$ cat src/rtl/div_ctrl_pkg.sv
// div_ctrl_pkg: shared state encoding and divide-instruction decode for the divide issue controller
package div_ctrl_pkg;
  typedef enum logic [2:0] {IDLE, ISSUE, WAIT, CLEAR, DRAIN} state_t;
  localparam logic [31:0] INST_DIV       = 32'h0200_4033;
  localparam logic [31:0] INST_DIV_MASK  = 32'hfe00_707f;
  localparam logic [31:0] INST_DIVU      = 32'h0200_5033;
  localparam logic [31:0] INST_DIVU_MASK = 32'hfe00_707f;
  localparam logic [31:0] INST_REM       = 32'h0200_6033;
  localparam logic [31:0] INST_REM_MASK  = 32'hfe00_707f;
  localparam logic [31:0] INST_REMU      = 32'h0200_7033;
  localparam logic [31:0] INST_REMU_MASK = 32'hfe00_707f;
  function automatic logic is_div_op(input logic [31:0] op);
    return ((op & INST_DIV_MASK) == INST_DIV) || ((op & INST_DIVU_MASK) == INST_DIVU) ||
           ((op & INST_REM_MASK) == INST_REM) || ((op & INST_REMU_MASK) == INST_REMU);
  endfunction
endpackage

$ cat src/rtl/div_issue_ctrl_if.sv
// div_issue_ctrl_if: issue, divider and register-file signals of the divide issue controller
interface div_issue_ctrl_if;
  logic        issue_valid_i;
  logic [31:0] issue_opcode_i;
  logic [31:0] issue_pc_i;
  logic [4:0]  issue_rd_idx_i;
  logic [4:0]  issue_ra_idx_i;
  logic [4:0]  issue_rb_idx_i;
  logic [31:0] issue_ra_operand_i;
  logic [31:0] issue_rb_operand_i;
  logic        flush_i;
  logic        issue_accept_o;
  logic        stall_o;
  logic        div_opcode_valid_o;
  logic [31:0] div_opcode_opcode_o;
  logic [31:0] div_opcode_pc_o;
  logic [4:0]  div_opcode_rd_idx_o;
  logic [4:0]  div_opcode_ra_idx_o;
  logic [4:0]  div_opcode_rb_idx_o;
  logic [31:0] div_opcode_ra_operand_o;
  logic [31:0] div_opcode_rb_operand_o;
  logic        div_writeback_valid_i;
  logic [31:0] div_writeback_value_i;
  logic        rf_wr_en_o;
  logic [4:0]  rf_wr_idx_o;
  logic [31:0] rf_wr_data_o;
  logic        pending_o;
  logic [4:0]  pending_rd_o;
  logic        timeout_err_o;
  logic        spurious_err_o;
  modport master (
    output issue_valid_i, issue_opcode_i, issue_pc_i, issue_rd_idx_i, issue_ra_idx_i, issue_rb_idx_i,
           issue_ra_operand_i, issue_rb_operand_i, flush_i, div_writeback_valid_i, div_writeback_value_i,
    input  issue_accept_o, stall_o, div_opcode_valid_o, div_opcode_opcode_o, div_opcode_pc_o,
           div_opcode_rd_idx_o, div_opcode_ra_idx_o, div_opcode_rb_idx_o, div_opcode_ra_operand_o,
           div_opcode_rb_operand_o, rf_wr_en_o, rf_wr_idx_o, rf_wr_data_o, pending_o, pending_rd_o,
           timeout_err_o, spurious_err_o
  );
  modport slave (
    input  issue_valid_i, issue_opcode_i, issue_pc_i, issue_rd_idx_i, issue_ra_idx_i, issue_rb_idx_i,
           issue_ra_operand_i, issue_rb_operand_i, flush_i, div_writeback_valid_i, div_writeback_value_i,
    output issue_accept_o, stall_o, div_opcode_valid_o, div_opcode_opcode_o, div_opcode_pc_o,
           div_opcode_rd_idx_o, div_opcode_ra_idx_o, div_opcode_rb_idx_o, div_opcode_ra_operand_o,
           div_opcode_rb_operand_o, rf_wr_en_o, rf_wr_idx_o, rf_wr_data_o, pending_o, pending_rd_o,
           timeout_err_o, spurious_err_o
  );
endinterface

$ cat src/rtl/div_scoreboard.sv
// div_scoreboard: single outstanding divide destination and its RAW/WAW hazard compare
module div_scoreboard (
  input  logic       clk_i,
  input  logic       rst_ni,
  input  logic       set,
  input  logic [4:0] set_rd,
  input  logic       clr,
  input  logic [4:0] rd,
  input  logic [4:0] ra,
  input  logic [4:0] rb,
  output logic       pending,
  output logic [4:0] pending_rd,
  output logic       hazard
);
  always_ff @(posedge clk_i or negedge rst_ni)
    if (!rst_ni) begin
      pending    <= 1'b0;
      pending_rd <= '0;
    end else if (set) begin
      pending    <= 1'b1;
      pending_rd <= set_rd;
    end else if (clr) begin
      pending    <= 1'b0;
    end
  // x0 is never written, so it cannot create a dependency
  assign hazard = pending && pending_rd != '0 && (rd == pending_rd || ra == pending_rd || rb == pending_rd);
endmodule

$ cat src/rtl/div_issue_ctrl.sv
// div_issue_ctrl: launches divides, stalls hazards and turns divider results into register-file writes
module div_issue_ctrl import div_ctrl_pkg::*; #(
  parameter int TIMEOUT_CYCLES = 64,
  parameter int CNT_W = 7
) (
  input logic clk_i,
  input logic rst_ni,
  div_issue_ctrl_if.slave bus
);
  state_t state, next;
  logic [CNT_W-1:0] cnt;
  logic is_div, div_acc, hazard, pending, wb, fl, busy, to_fire, accept_wb, kill_wb;
  logic [4:0] pending_rd;
  assign is_div    = is_div_op(bus.issue_opcode_i);
  assign wb        = bus.div_writeback_valid_i;
  assign fl        = bus.flush_i;
  assign busy      = state == WAIT || state == DRAIN;
  assign to_fire   = busy && !wb && cnt == CNT_W'(TIMEOUT_CYCLES - 1);
  assign accept_wb = state == WAIT && wb && !fl;
  // flushed results (same-cycle flush in WAIT, or anything in DRAIN) are dropped
  assign kill_wb   = busy && wb && !accept_wb;
  assign bus.stall_o            = bus.issue_valid_i && (is_div ? state != IDLE : hazard);
  assign bus.issue_accept_o     = bus.issue_valid_i && !bus.stall_o && !fl;
  assign div_acc                = bus.issue_accept_o && is_div;
  assign bus.div_opcode_valid_o = state == ISSUE;
  assign bus.pending_o          = pending;
  assign bus.pending_rd_o       = pending_rd;
  div_scoreboard u_sb (
    .clk_i      (clk_i),
    .rst_ni     (rst_ni),
    .set        (div_acc),
    .set_rd     (bus.issue_rd_idx_i),
    .clr        (state == CLEAR || kill_wb || to_fire),
    .rd         (bus.issue_rd_idx_i),
    .ra         (bus.issue_ra_idx_i),
    .rb         (bus.issue_rb_idx_i),
    .pending    (pending),
    .pending_rd (pending_rd),
    .hazard     (hazard)
  );
  always_ff @(posedge clk_i or negedge rst_ni)
    if (!rst_ni) state <= IDLE;
    else state <= next;
  always_comb begin
    next = IDLE;
    next = state == IDLE  ? (div_acc ? ISSUE : IDLE) :
           state == ISSUE ? (fl ? DRAIN : WAIT) :
           busy           ? (accept_wb ? CLEAR : (kill_wb || to_fire) ? IDLE : fl ? DRAIN : state) :
                            IDLE;
  end
  always_ff @(posedge clk_i or negedge rst_ni)
    if (!rst_ni) begin
      bus.div_opcode_opcode_o     <= '0;
      bus.div_opcode_pc_o         <= '0;
      bus.div_opcode_rd_idx_o     <= '0;
      bus.div_opcode_ra_idx_o     <= '0;
      bus.div_opcode_rb_idx_o     <= '0;
      bus.div_opcode_ra_operand_o <= '0;
      bus.div_opcode_rb_operand_o <= '0;
      bus.rf_wr_en_o              <= 1'b0;
      bus.rf_wr_idx_o             <= '0;
      bus.rf_wr_data_o            <= '0;
      bus.timeout_err_o           <= 1'b0;
      bus.spurious_err_o          <= 1'b0;
      cnt                         <= '0;
    end else begin
      if (div_acc) begin
        bus.div_opcode_opcode_o     <= bus.issue_opcode_i;
        bus.div_opcode_pc_o         <= bus.issue_pc_i;
        bus.div_opcode_rd_idx_o     <= bus.issue_rd_idx_i;
        bus.div_opcode_ra_idx_o     <= bus.issue_ra_idx_i;
        bus.div_opcode_rb_idx_o     <= bus.issue_rb_idx_i;
        bus.div_opcode_ra_operand_o <= bus.issue_ra_operand_i;
        bus.div_opcode_rb_operand_o <= bus.issue_rb_operand_i;
      end
      cnt <= state == ISSUE ? '0 : busy ? cnt + 1'b1 : cnt;
      bus.rf_wr_en_o <= accept_wb && pending_rd != '0;
      if (accept_wb) begin
        bus.rf_wr_idx_o  <= pending_rd;
        bus.rf_wr_data_o <= bus.div_writeback_value_i;
      end
      if (to_fire) bus.timeout_err_o <= 1'b1;
      if (wb && (state == IDLE || state == ISSUE)) bus.spurious_err_o <= 1'b1;
    end
endmodule

$ cat src/flat_wrapper.sv
// flat-port wrapper written by rule: the top's interface ports become plain ports
module div_issue_ctrl_flat import div_ctrl_pkg::*;
#(
  parameter int TIMEOUT_CYCLES = 64,
  parameter int CNT_W = 7
)
  (clk_i, rst_ni, bus_issue_valid_i, bus_issue_opcode_i, bus_issue_pc_i, bus_issue_rd_idx_i, bus_issue_ra_idx_i, bus_issue_rb_idx_i, bus_issue_ra_operand_i, bus_issue_rb_operand_i, bus_flush_i, bus_div_writeback_valid_i, bus_div_writeback_value_i, bus_issue_accept_o, bus_stall_o, bus_div_opcode_valid_o, bus_div_opcode_opcode_o, bus_div_opcode_pc_o, bus_div_opcode_rd_idx_o, bus_div_opcode_ra_idx_o, bus_div_opcode_rb_idx_o, bus_div_opcode_ra_operand_o, bus_div_opcode_rb_operand_o, bus_rf_wr_en_o, bus_rf_wr_idx_o, bus_rf_wr_data_o, bus_pending_o, bus_pending_rd_o, bus_timeout_err_o, bus_spurious_err_o);
  div_issue_ctrl_if bus_i ();
  input logic clk_i;
  input logic rst_ni;
  input wire logic [$bits(bus_i.issue_valid_i)-1:0] bus_issue_valid_i;
  input wire logic [$bits(bus_i.issue_opcode_i)-1:0] bus_issue_opcode_i;
  input wire logic [$bits(bus_i.issue_pc_i)-1:0] bus_issue_pc_i;
  input wire logic [$bits(bus_i.issue_rd_idx_i)-1:0] bus_issue_rd_idx_i;
  input wire logic [$bits(bus_i.issue_ra_idx_i)-1:0] bus_issue_ra_idx_i;
  input wire logic [$bits(bus_i.issue_rb_idx_i)-1:0] bus_issue_rb_idx_i;
  input wire logic [$bits(bus_i.issue_ra_operand_i)-1:0] bus_issue_ra_operand_i;
  input wire logic [$bits(bus_i.issue_rb_operand_i)-1:0] bus_issue_rb_operand_i;
  input wire logic [$bits(bus_i.flush_i)-1:0] bus_flush_i;
  input wire logic [$bits(bus_i.div_writeback_valid_i)-1:0] bus_div_writeback_valid_i;
  input wire logic [$bits(bus_i.div_writeback_value_i)-1:0] bus_div_writeback_value_i;
  output wire logic [$bits(bus_i.issue_accept_o)-1:0] bus_issue_accept_o;
  output wire logic [$bits(bus_i.stall_o)-1:0] bus_stall_o;
  output wire logic [$bits(bus_i.div_opcode_valid_o)-1:0] bus_div_opcode_valid_o;
  output wire logic [$bits(bus_i.div_opcode_opcode_o)-1:0] bus_div_opcode_opcode_o;
  output wire logic [$bits(bus_i.div_opcode_pc_o)-1:0] bus_div_opcode_pc_o;
  output wire logic [$bits(bus_i.div_opcode_rd_idx_o)-1:0] bus_div_opcode_rd_idx_o;
  output wire logic [$bits(bus_i.div_opcode_ra_idx_o)-1:0] bus_div_opcode_ra_idx_o;
  output wire logic [$bits(bus_i.div_opcode_rb_idx_o)-1:0] bus_div_opcode_rb_idx_o;
  output wire logic [$bits(bus_i.div_opcode_ra_operand_o)-1:0] bus_div_opcode_ra_operand_o;
  output wire logic [$bits(bus_i.div_opcode_rb_operand_o)-1:0] bus_div_opcode_rb_operand_o;
  output wire logic [$bits(bus_i.rf_wr_en_o)-1:0] bus_rf_wr_en_o;
  output wire logic [$bits(bus_i.rf_wr_idx_o)-1:0] bus_rf_wr_idx_o;
  output wire logic [$bits(bus_i.rf_wr_data_o)-1:0] bus_rf_wr_data_o;
  output wire logic [$bits(bus_i.pending_o)-1:0] bus_pending_o;
  output wire logic [$bits(bus_i.pending_rd_o)-1:0] bus_pending_rd_o;
  output wire logic [$bits(bus_i.timeout_err_o)-1:0] bus_timeout_err_o;
  output wire logic [$bits(bus_i.spurious_err_o)-1:0] bus_spurious_err_o;
  assign bus_i.issue_valid_i = bus_issue_valid_i;
  assign bus_i.issue_opcode_i = bus_issue_opcode_i;
  assign bus_i.issue_pc_i = bus_issue_pc_i;
  assign bus_i.issue_rd_idx_i = bus_issue_rd_idx_i;
  assign bus_i.issue_ra_idx_i = bus_issue_ra_idx_i;
  assign bus_i.issue_rb_idx_i = bus_issue_rb_idx_i;
  assign bus_i.issue_ra_operand_i = bus_issue_ra_operand_i;
  assign bus_i.issue_rb_operand_i = bus_issue_rb_operand_i;
  assign bus_i.flush_i = bus_flush_i;
  assign bus_i.div_writeback_valid_i = bus_div_writeback_valid_i;
  assign bus_i.div_writeback_value_i = bus_div_writeback_value_i;
  assign bus_issue_accept_o = bus_i.issue_accept_o;
  assign bus_stall_o = bus_i.stall_o;
  assign bus_div_opcode_valid_o = bus_i.div_opcode_valid_o;
  assign bus_div_opcode_opcode_o = bus_i.div_opcode_opcode_o;
  assign bus_div_opcode_pc_o = bus_i.div_opcode_pc_o;
  assign bus_div_opcode_rd_idx_o = bus_i.div_opcode_rd_idx_o;
  assign bus_div_opcode_ra_idx_o = bus_i.div_opcode_ra_idx_o;
  assign bus_div_opcode_rb_idx_o = bus_i.div_opcode_rb_idx_o;
  assign bus_div_opcode_ra_operand_o = bus_i.div_opcode_ra_operand_o;
  assign bus_div_opcode_rb_operand_o = bus_i.div_opcode_rb_operand_o;
  assign bus_rf_wr_en_o = bus_i.rf_wr_en_o;
  assign bus_rf_wr_idx_o = bus_i.rf_wr_idx_o;
  assign bus_rf_wr_data_o = bus_i.rf_wr_data_o;
  assign bus_pending_o = bus_i.pending_o;
  assign bus_pending_rd_o = bus_i.pending_rd_o;
  assign bus_timeout_err_o = bus_i.timeout_err_o;
  assign bus_spurious_err_o = bus_i.spurious_err_o;
  div_issue_ctrl #(.TIMEOUT_CYCLES(TIMEOUT_CYCLES), .CNT_W(CNT_W)) u_core (.clk_i(clk_i), .rst_ni(rst_ni), .bus(bus_i));
endmodule
$ cat config.mk
export PLATFORM = sky130hd
export DESIGN_NAME = div_issue_ctrl_flat
export DESIGN_NICKNAME = d
export VERILOG_FILES = /design/src/rtl/div_ctrl_pkg.sv /design/src/rtl/div_issue_ctrl_if.sv /design/src/rtl/div_scoreboard.sv /design/src/rtl/div_issue_ctrl.sv /design/src/flat_wrapper.sv
export SDC_FILE = /design/constraint.sdc
export NUM_CORES = 1
export LEC_CHECK = 0
export ABC_AREA = 0
export CORE_AREA = 2 2 144 146
export DETAILED_ROUTE_END_ITERATION = 10
export DIE_AREA = 0 0 146 148
export PLACE_DENSITY = 0.83
export SLEW_MARGIN = 40
export SYNTH_ARGS = -nofsm -noshare
export SYNTH_HDL_FRONTEND = slang
export SYNTH_SLANG_ARGS = --single-unit
$ cat constraint.sdc
create_clock -name clk_i -period 5.7 [get_ports clk_i]
set_input_delay 1.71 -clock clk_i [delete_from_list [all_inputs] [get_ports clk_i]]
set_output_delay 1.71 -clock clk_i [all_outputs]
set_load 0.03 [all_outputs]
**After elaboration in Yosys (flattened, before gate mapping)**

Index checks and enable logic that the tools add are counted.

- Div/mod/pow operators: 0
- $mul: 0
- Shift-type cells: 0
- Add/sub/neg operators: 1
- $lt $le $gt $ge: 0
- Bitwise operators: 0
- Reductions and logical operators: 33
- Multiplexer cells: 13
- Equality and inequality tests: 13

Operator list:

| kind | count |
|---|---|
| $eq A17 B11 Y1 const B | 4 |
| $mux W3 | 7 |
| $eq A5 B5 Y1 | 3 |
| $logic_and A1 B1 Y1 | 14 |
| $mux W7 | 2 |
| $logic_or A1 B1 Y1 | 10 |
| $add A7 B1 Y7 const B | 1 |
| $eq A7 B6 Y1 const B | 1 |
| $eq A3 B2 Y1 const B | 2 |
| $ne A6 B6 Y1 const B | 1 |
| $reduce_bool A5 Y1 | 1 |
| $logic_not A1 Y1 | 4 |
| $mux W1 | 4 |
| $reduce_bool A2 Y1 | 2 |
| $eq A3 B1 Y1 const B | 1 |
| $eq A3 B3 Y1 const B | 1 |
| $logic_not A3 Y1 | 1 |
| $reduce_bool A3 Y1 | 1 |

- Output and inout port bits: 192
- Memory bits (writable): 0
- Bits of input ports: 180
- Bits in latches: 0
- Memories kept: 0
- Word-level logic and storage cells: 75
- Bits in read-only memories: 0
- Bits in registers: 194

**Longest topological paths before layout**

Gate-level depths: netlist of the first run.

- Depth after elaboration: 12
- Depth in mapped cells: 8
- Mapped depth without buffers: 6

**Hierarchy**

A second synthesis of the first run with hierarchy kept.

- Cells, all modules: 511
- Area total of the unflattened synthesis: 7887.6 um2

By module, submodules not included:

| module | times used | area each (um2) | sequential area each (um2) | cells each |
|---|---|---|---|---|
| div_issue_ctrl | 1 | 7485.9 | 4829.6 | 473 |
| div_scoreboard | 1 | 401.6 | 150.1 | 38 |

**Worst setup path before layout of the first run**

Ideal clock, no wire load.

- Path kind: in2out
- Start point: input port bus_issue_rd_idx_i[0]
- End point: output port bus_issue_accept_o
- Stages: 5
- Data arrival time: 3364 ps
- Buffers on the path: 0
- Slack: 626 ps
- Data required time: 3990 ps
- Cells stage by stage: xnor2_1 nand3_1 nor3_1 o311a_1 nor4b_1

- Longest elaborated chain between the ends: 9

RTL lines:

| element | line | text |
|---|---|---|
| start, declared | flat_wrapper.sv:14 | `input wire logic [$bits(bus_i.issue_rd_idx_i)-1:0] bus_issue_rd_idx_i;` |
| $eq A5 B5 Y1 | div_scoreboard.sv:26 | `assign hazard = pending && pending_rd != '0 && (rd == pending_rd \|\| ra == pending_rd \|\| rb == pending_rd);` |
| $logic_or A1 B1 Y1 (2 in series) | div_scoreboard.sv:26 |  |
| $logic_and A1 B1 Y1 | div_scoreboard.sv:26 |  |
| $mux W1 | div_issue_ctrl.sv:22 | `assign bus.stall_o = bus.issue_valid_i && (is_div ? state != IDLE : hazard);` |
| $logic_and A1 B1 Y1 | div_issue_ctrl.sv:22 |  |
| $logic_not A1 Y1 | div_issue_ctrl.sv:23 | `assign bus.issue_accept_o = bus.issue_valid_i && !bus.stall_o && !fl;` |
| $logic_and A1 B1 Y1 (2 in series) | div_issue_ctrl.sv:23 |  |
| end, declared | flat_wrapper.sv:22 | `output wire logic [$bits(bus_i.issue_accept_o)-1:0] bus_issue_accept_o;` |

No other way between the ends.

**Worst setup path after layout of the first run**

- Start point: input port bus_issue_rd_idx_i[3]
- End point: output port bus_issue_accept_o

Same word-level chain as after synthesis.

==> results of run 1 <==
cells in the mapped netlist (2+ instances only):
master    number  area [um^2]
nor3_1         8         40.0
xor2_1         9         78.8
xnor2_1       11         96.3
mux2i_1        3         30.0
nand3_1        8         40.0
buf_4         14          105
a21o_1         2         15.0
a21oi_1        7         35.0
buf_2          3         15.0
nand2_1        3         11.3
buf_1          2         7.51
mux2_2       162         1820
nor2b_1       11         68.8
or2_2          7         43.8
nor4bb_1       2         20.0
or4_1          2         15.0
inv_1          2         7.51
clkbuf_1       7         26.3
buf_6          6         67.6
nand4_1        2         12.5
nor2_1        13         48.8
o21ai_0        2         10.0
dfrtp_1      194         4850
mux2_1         3         33.8
nand2b_1       6         37.5
a211oi_1       2         15.0
logic make-up after synthesis:
group | share of synthesized area, %
buffers and inverters | 2.99
AOI/OAI and AO/OA | 1.53
DFF | 63.3
and+or+nand+nor | 5.12
adders and majority gates | 0.163
xor gates and xnor gates | 2.28
muxes | 24.6
critical path, cell delays in order:
cell,delay [ns]
clkdlybuf4s50_1,0.49
xor2_1,0.25
nor3_1,0.12
o311a_1,0.39
nor4b_1,0.31
dlymetal6s2s_1,0.34
power breakdown:
group | internal [uW] | switching, uW | leakage, uW | total, uW
Sequential | 1380 | 3.46 | 0.00270 | 1380
Clock | 589 | 555 | 0.000273 | 1140
Combinational | 125 | 60.5 | 0.00269 | 185
cell type report:
type,instances,share of cell area (%)
Sequential cell,194,39.8
Timing Repair Buffer,379,31.4
Multi-Input combinational cell,275,21.4
Clock buffer,19,3.63
Tap cell,270,2.77
Clock inverter,12,0.934
Inverter,2,0.0616
per-layer routing:
metal	wire length (um)	share of wire, %
met1	7990	39
met2	10500	51
met3	1970	9.5
met4	289	1.4
met5	0	0
stage by stage:
step	utilization (%)	cell area [um^2]	setup slack, ns
2_1_floorplan	-	7670	0.626
4_1_cts	60.7	12200	0.0384
5_1_grt	60.8	12200	0.288
3_3_place_gp	57.9	11600	0.0668
3_5_place_dp	57.9	11600	0.0506
6_report	60.8	12200	0.378
path summary, 6_finish.rpt:
| kind | start | to | cells past startpoint | slack (ns) |
|---|---|---|---|---|
| setup / recovery | bus_issue_rd_idx_i[3] | bus_issue_accept_o | 6 | 0.38 |
| hold / removal | u_core.bus.div_opcode_opcode_o[14] | u_core.bus.div_opcode_opcode_o[14] | 1 | 0.47 |
| setup reg to reg | u_core.state[1] | u_core.bus.div_opcode_pc_o[1] | 4 | 2.94 |
| hold reg to reg | u_core.bus.div_opcode_opcode_o[14] | u_core.bus.div_opcode_opcode_o[14] | 1 | 0.47 |
| max in group asynchronous | rst_ni | u_core.bus.div_opcode_pc_o[21] | 2 | 3.80 |
| min in group asynchronous | rst_ni | u_core.bus.rf_wr_data_o[23] | 1 | 1.12 |
state kept, by name, indices dropped and copies added, names as in the netlist, 3 cells and up:
name	cells
u_core.bus.div_opcode_pc_o	32
u_core.bus.rf_wr_data_o	32
u_core.bus.rf_wr_idx_o	5
u_core.cnt	7
u_core.bus.div_opcode_ra_idx_o	5
u_core.bus.div_opcode_rb_idx_o	5
u_core.bus.div_opcode_rb_operand_o	32
u_core.bus.div_opcode_opcode_o	32
u_core.state	3
u_core.bus.div_opcode_ra_operand_o	32
u_core.bus.div_opcode_rd_idx_o	5
cell usage in the layout (no fill, tap or decap), types with 8 or more instances in the layout:
cell type / netlist / final
clkdlybuf4s50_1: 0 / 368
dfrtp_1: 194 / 194
mux2_2: 162 / 162
clkbuf_16: 0 / 17
nor2_1: 13 / 13
xnor2_1: 11 / 11
nor2b_1: 11 / 11
xor2_1: 9 / 9
nor3_1: 8 / 8
==> impl_metrics.json, run 1 <==
{
  "outcome": "completed",
  "nets": 1050,
  "placedCellCount": 1119,
  "cp_data_arrival_time_ns": 3.61,
  "io_buffers": 371,
  "fmaxAchievable_ghz": 0.188,
  "wl_per_cell_um": 18.0,
  "power_uw": 2710,
  "drc_errors": 0,
  "cap_viol_max_count": 0,
  "maxSlewViolCount": 0,
  "finalClockSkew_ns": 0.0148,
  "fin_hold_ws_ns": 0.471,
  "seq_area_um2": 4850,
  "fin_cells": 1151,
  "setup-tns-final_ns": 0,
  "grtUsageTotal_pct": 19.4,
  "die-area_um2": 21600,
  "dr.pass1.iters": 4,
  "grt_util_met3_pct": 7.65,
  "syn_avg_cell_area_um2": 15.2,
  "die_h_um": 148,
  "syn-num-nets": 684,
  "leakagePower_uw": 0.00566,
  "critPathLaunchType": "primary input",
  "rsz0062_at_grt": "false",
  "synth_edf_count": 0,
  "ant_nets": 0,
  "drt_iter0_drc": 202,
  "fp-row-count": 52,
  "root_buffer": "clkbuf_16",
  "multiInputGateArea_um2": 2610,
  "max_slew.worst_pin.slew_ns": 0.666,
  "seq_area_frac_synth_pct": 63.3,
  "grt_overflow": 0,
  "path_max_fanout": 2,
  "antenna_found_initial": 0,
  "fin_crit_ns": 5.32,
  "powerDensity_nw_per_um2": 222,
  "dr_total_vias": 5458,
  "via_per_inst": 4.74,
  "cp-end-kind": "output port",
  "syn_area_um2": 7670,
  "grt_max_degree": 104,
  "clockBufferDepth": 2,
  "ios": 372,
  "start_util_pct": 38.3,
  "fillers": 1613,
  "synthDistinctLibCells": 38,
  "clock_sinks": 194,
  "slew_headroom_pct": 55.6,
  "dp_hpwl_mm": 15.5,
  "setup_viol_count_final": 0,
  "layout-drive-gt1-share_pct": 24.0,
  "syn2layout_area_growth_pct": 59.0,
  "grt_pass1_wl_mm": 32.8,
  "postCtsHoldBufs": 0,
  "grt_use_met2_pct": 33.6,
  "crit_type": "primary input to output port",
  "post-route-period-util_pct": 93.4,
  "ys_async_sr_fraction_pct": 100,
  "grt_pass1_vias": 5982,
  "h-tree-depth": 4,
  "postCtsSetupBuffers": 0,
  "gr-max-usage-layer": "met2",
  "diodes": 0,
  "cts_tree": "yes",
  "ir_drop_uv": 186,
  "hold_violations": 0,
  "clock_latency_ns": 0.42,
  "cts-resized-gates": 0,
  "synth_seq_cells": 194,
  "wl_mm": 20.7,
  "die_width_um": 146,
  "synthFlopType": "dfrtp_1",
  "ys_warn_count": 0,
  "critPathRequiredTime_ns": 3.99,
  "place_congestion": 0.756,
  "holdCritPathClass": "flop to flop",
  "core-area_um2": 20000,
  "numCtsBuffers": 17,
  "clk_pin_slew_worst_paths_ns": 0.07,
  "synth_cells": 503,
  "met1_usage_pct": 22.5
}
Power figures use the tool's default switching activity.
==> run 2, diff against run 1 <==
CAP_MARGIN = 20   (was not set)
==> results of run 2 <==
Same layout as run 1: the final DEF is identical, and so are final timing and power.
==> run 3, diff against run 2 <==
CAP_MARGIN = not set   (was 20)
==> results of run 3 <==
Same layout as run 1: the final DEF is identical, and so are final timing and power.
